===== src/rtl/shift_latch_pkg.sv =====
// rtl/shift_latch_pkg.sv - shared mode encodings and default width for shift_latch_bank
package shift_latch_pkg;

  localparam logic [1:0] MODE_HOLD = 2'b00;
  localparam logic [1:0] MODE_SHR  = 2'b01;
  localparam logic [1:0] MODE_SHL  = 2'b10;
  localparam logic [1:0] MODE_LOAD = 2'b11;

  localparam int DEFAULT_WIDTH = 8;

endpackage


===== src/rtl/dff_cell.sv =====
// rtl/dff_cell.sv - single-bit flop with synchronous reset > preset > enable priority
module dff_cell #(
  parameter logic RST_BIT = 1'b0
) (
  input  logic C,
  input  logic R,
  input  logic P,
  input  logic EN,
  input  logic D_in,
  output logic Q,
  output logic Qbar
);

  logic q_q;

  always_ff @(posedge C) begin
    if (R) begin
      q_q <= RST_BIT;
    end else if (P) begin
      q_q <= 1'b1;
    end else if (EN) begin
      q_q <= D_in;
    end
  end

  assign Q    = q_q;
  assign Qbar = ~q_q;

endmodule


===== src/rtl/shift_latch_bank.sv =====
// rtl/shift_latch_bank.sv - WIDTH-bit shift/rotate/load register with saturating shift counter
module shift_latch_bank
  import shift_latch_pkg::*;
#(
  parameter int                 WIDTH   = DEFAULT_WIDTH,
  parameter int                 CNTW    = $clog2(WIDTH + 1),
  parameter logic [WIDTH-1:0]   RST_VAL = '0
) (
  input  logic              C,
  input  logic              R,
  input  logic              P,
  input  logic              EN,
  input  logic [1:0]        MODE,
  input  logic              ROT,
  input  logic              SIL,
  input  logic              SIR,
  input  logic [WIDTH-1:0]  D,
  output logic [WIDTH-1:0]  Q,
  output logic [WIDTH-1:0]  Qbar,
  output logic              SOR,
  output logic              SOL,
  output logic [CNTW-1:0]   CNT,
  output logic              FULL
);

  localparam logic [CNTW-1:0] CNT_MAX = CNTW'(WIDTH);

  logic [WIDTH-1:0] q_q;
  logic [WIDTH-1:0] q_d;
  logic [WIDTH-1:0] qbar_w;
  logic [CNTW-1:0]  cnt_q;
  logic [CNTW-1:0]  cnt_d;

  // Per-bit next value; reset, preset and enable are resolved inside each cell
  always_comb begin
    q_d = q_q;
    case (MODE)
      MODE_SHR:  q_d = {(ROT ? q_q[0] : SIL), q_q[WIDTH-1:1]};
      MODE_SHL:  q_d = {q_q[WIDTH-2:0], (ROT ? q_q[WIDTH-1] : SIR)};
      MODE_LOAD: q_d = D;
      default:   q_d = q_q;
    endcase
  end

  for (genvar i = 0; i < WIDTH; i++) begin : g_cell
    dff_cell #(
      .RST_BIT (RST_VAL[i])
    ) u_cell (
      .C    (C),
      .R    (R),
      .P    (P),
      .EN   (EN),
      .D_in (q_d[i]),
      .Q    (q_q[i]),
      .Qbar (qbar_w[i])
    );
  end

  always_comb begin
    cnt_d = cnt_q;
    if (EN) begin
      case (MODE)
        MODE_LOAD: cnt_d = '0;
        MODE_SHR, MODE_SHL: begin
          if (cnt_q != CNT_MAX) begin
            cnt_d = cnt_q + 1'b1;
          end
        end
        default: cnt_d = cnt_q;
      endcase
    end
  end

  always_ff @(posedge C) begin
    if (R || P) begin
      cnt_q <= '0;
    end else begin
      cnt_q <= cnt_d;
    end
  end

  assign Q    = q_q;
  assign Qbar = qbar_w;
  assign SOR  = q_q[0];
  assign SOL  = q_q[WIDTH-1];
  assign CNT  = cnt_q;
  assign FULL = (cnt_q == CNT_MAX);

endmodule


===== config.mk =====
export PLATFORM = sky130hd
export DESIGN_NAME = shift_latch_bank
export DESIGN_NICKNAME = d
export VERILOG_FILES = /design/src/rtl/shift_latch_pkg.sv /design/src/rtl/dff_cell.sv /design/src/rtl/shift_latch_bank.sv
export SDC_FILE = /design/constraint.sdc
export NUM_CORES = 1
export LEC_CHECK = 0
export ABC_AREA = 1
export CAP_MARGIN = 20
export CORE_MARGIN = 2
export CORE_UTILIZATION = 44
export CTS_BUF_LIST = sky130_fd_sc_hd__clkbuf_8
export DETAILED_ROUTE_END_ITERATION = 12
export PLACE_DENSITY = 0.88
export SLEW_MARGIN = 20
export SYNTH_ARGS = -nofsm -noshare
export SYNTH_HDL_FRONTEND = slang
export SYNTH_SLANG_ARGS = --single-unit

===== constraint.sdc =====
create_clock -name C -period 1.5 [get_ports C]
set_clock_uncertainty 0.1 [all_clocks]
set_input_delay 0.3 -clock C [delete_from_list [all_inputs] [get_ports C]]
set_output_delay 0.3 -clock C [all_outputs]
set_load 0.02 [all_outputs]

==> impl_results.md <==
- Outcome: finished, violations left
- Failing checks: negative setup slack
- Crit. End Element: register
- CP top delay family: simple AND/OR/NAND/NOR gates
- WHS Path Cells: 2
- Row count: 16
- Gr ovfl total: 0
- CTS tree: built
- DRC viols: 0
- Hold EP: g_cell[7].u_cell.Q
- GRT met1 Usage: 24.82%
- Largest net degree at the start of global routing: 9
- H-tree levels: 1
- Wirelength per Cell: 13.38 um
- Largest cells by area after synthesis: dfxtp_1, buf_4, nand2_1
- CTS buffer count: 3
- Antenna violations before repair: 0
- Relative slew slack: 83.78%
- Die area: 2549 um2
- Core box area: 2002 um2
- Diodes inserted: 0
- Clk slew on worst S/H paths: 0.05 ns
- Simple-gate share of the synthesized area: 27.11%
- Met2 GRT Util: 41.67%
- Peak supply drop: 434.9 uV
- Iteration-0 DRC Markers: 29
- Compound-Gate Fraction of Synth Area: 16.97%
- Vias per cell: 5.102
- Hold_ws: 0.4636 ns
- Post-Route WL: 2891 um
- First-pass GRT wire length: 4491 um
- Sink Count: 12
- Cell count after synthesis: 146
- Total power: 1051 uW
- Reg2reg path depth: 10
- Port bufs: 39
- Pre-CTS WS: -0.5503 ns
- Setup slack after layout: -0.01657 ns
- Number of synthesized flops with an enable pin: 0
- Gpl congestion: 0.8594
- Net Count, Synth: 168
- Max-slew violations: 0
- Most used flip-flop cell after synthesis: dfxtp_1
- Maxcap violations: 0
- Layout cells sized above 1: 25.40%
- Dpl hpwl: 2001 um
- Area of the multi-input gates: 571.8 um2
- Ports: 40
- Largest family of logic cells by synthesized area: simple AND/OR/NAND/NOR gates
- Worst-Skew Late Latency: 0.24 ns
- Final Cell Area: 1499 um2
- Startpoint types: register
- Starting Density: 47.50%
- Gr busiest metal: met2
- Hold Crit Class: reg2reg
- Largest fanout on the critical path: 3
- Post-synth ARST share: 0%
- Die Ht: 50.49 um
- Area grow syn2layout: 57.63%
- # fillers: 154
- WP depth: 10
- Synth top area share: 25.26%
- Pwr Density: 701.2 nW/um2
- Leading area contributor after synthesis: dfxtp_1
- FF+latch area: 242.7 um2
- Root Driver: clkbuf_8
- Worst-Margin Slew: 0.2443 ns
- Slowest CP cell: dfxtp_1
- Area post-placement: 1389 um2
- Worst path most repeated cell: nand2_2
- Synthesized flop and latch total: 12
- Yosys Warn Count: 0
- Hold_sp: g_cell[7].u_cell.Q
- Final hold viol count: 0
- Drt pass-1 iters: 4
- R2r setup slk: -0.02 ns
- Antenna viol nets, final: 0
- Worst Path Buf+Inv: 3
- Final-stage net count: 213
- WP data arrival: 1.58 ns
- Worst Path Required: 1.57 ns
- Worst R2R End: CNT[0]
- Crit-path max cell delay: 0.34 ns
- Synthesized cell area: 950.9 um2
- Cell leakage power: 0.0006980 uW
- Synth unique cells: 19
- Die W: 50.49 um
- Top-count cell post-synth: nand2_1
- Met3 Usage GRT: 3.274%
- Endpoints failing setup: 1
- Post-synthesis xor/xnor area fraction: 0%
- RSZ-0062 raised after global routing: true
- Hold_buf cts: 0
- GR Util All Layers: 22.56%
- Total number of vias: 1102
- Final Cycle Share: 101.1%
- Reg2reg start: CNT[1]
- Worst-path cell chain: inv_2 -> ha_4 -> nand2_2 -> nor2_4 -> buf_4 -> nand2_2 -> nand2_1 -> o21ai_1 -> inv_1 -> nor2_1
- Max clock buf depth: 2
- Vias in the first global route: 1037
- Setup CP Type: reg2reg
- Tmin final: 1.517 ns
- CP Launch Point: CNT[1]
- Mean Syn Cell Area: 6.513 um2
- Mux share of post-synthesis cell area: 0%
- Commonest cells post-synth: nand2_1, inv_1, buf_4, a21oi_1, o21ai_0
- Sequential share of the synthesized area: 25.26%
- Max Freq: 659.4 MHz
- Synth Area in Adders: 6.579%
registers in the layout, summed over array words and instances (netlist names):
name / count
CNT: 4
g_cell.u_cell.Q: 8
area by class of cell:
class / count / area share, %
inverters: 27 / 6.761
clock buffers: 3 / 2.755
multi-input cells: 91 / 38.15
well taps: 27 / 2.254
flip-flops and latches: 12 / 16.19
repair buffers: 56 / 33.89
cells by family after synthesis:
family / after synthesis
AND/OR/NAND/NOR: 54
buffers and inverters: 44
AO/OA/AOI/OAI: 31
flip-flops: 12
adder cells (fa/ha/maj): 5
per-stage QoR:
stage	setup TNS (ns)	cells	util [%]
after floorplan	0	146	-
after global placement	-5.488	210	69.38
after detailed placement	-6.035	210	69.38
after CTS	-0.007928	214	71.38
after global routing	-0.1146	216	74.88
final	-0.01657	216	74.88
layout by cell type, fill, tap and decap left out:
| cell | Yosys | layout |
|---|---|---|
| dfxtp_1 | 12 | 10 |
| buf_4 | 17 | 15 |
| clkbuf_8 | 0 | 3 |
| nand2_1 | 28 | 26 |
| dfxtp_2 | 0 | 2 |
| inv_2 | 1 | 3 |
| buf_6 | 0 | 1 |
| nor2_4 | 2 | 3 |
| nor2_2 | 0 | 1 |
| a21oi_2 | 0 | 3 |
| buf_12 | 0 | 2 |
| nor2_8 | 1 | 1 |
| or2_2 | 1 | 1 |
| o21ai_4 | 0 | 1 |
| o21ai_1 | 3 | 10 |
| nand3_2 | 1 | 1 |
| clkdlybuf4s15_1 | 0 | 1 |
| dlygate4sd2_1 | 0 | 21 |
| nand4_1 | 2 | 2 |
| ha_4 | 0 | 3 |
| ha_1 | 5 | 2 |
| clkdlybuf4s50_1 | 0 | 14 |
| nand3_1 | 6 | 6 |
| o21ai_2 | 1 | 2 |
| a21oi_1 | 13 | 10 |
| o21ai_0 | 13 | 4 |
| nand2_4 | 0 | 1 |
| o211ai_1 | 1 | 1 |
| nand2_2 | 1 | 3 |
| inv_1 | 26 | 24 |
| clkbuf_2 | 0 | 2 |
| nor2_1 | 12 | 10 |
what timing repair did:
item                                   4_1_cts  5_1_grt
gates resized for setup                     38       26
setup buffers                                0        2
setup endpoints to repair                   35       12
gates cloned                                 1        0
endpoints found under the hold margin        0        0
pin swaps                                    0        7
routing by layer:
metal,share of wire (%),vias up
li1,-,532
met4,2.9,0
met5,0,-
met3,7.3,9
met1,37,506
met2,53,55
worst register-to-register path: stages, from the launching register on:
cell	delay (ns)
dfxtp_1	0.34
inv_2	0.06
ha_4	0.16
nand2_2	0.08
nor2_4	0.05
buf_4	0.13
nand2_2	0.07
nand2_1	0.08
o21ai_1	0.19
inv_1	0.07
nor2_1	0.11
power by group:
group	switching [uW]	internal [uW]	leakage, uW
Clock	115	177	0.0000216
Combinational	214	174	0.000576
Sequential	28.6	343	0.000100
Total	357	694	0.000698
worst max path at each step:
stage / end / slack, ns
2_1_floorplan: CNT[2] / 0.009
4_1_cts: FULL / -0.008
6_report: CNT[0] / -0.02
3_3_place_gp: g_cell[5].u_cell.Q / -0.47
3_5_place_dp: g_cell[7].u_cell.Q / -0.55
5_1_grt: CNT[0] / -0.05
No activity file was read; power rests on OpenSTA's default activity.
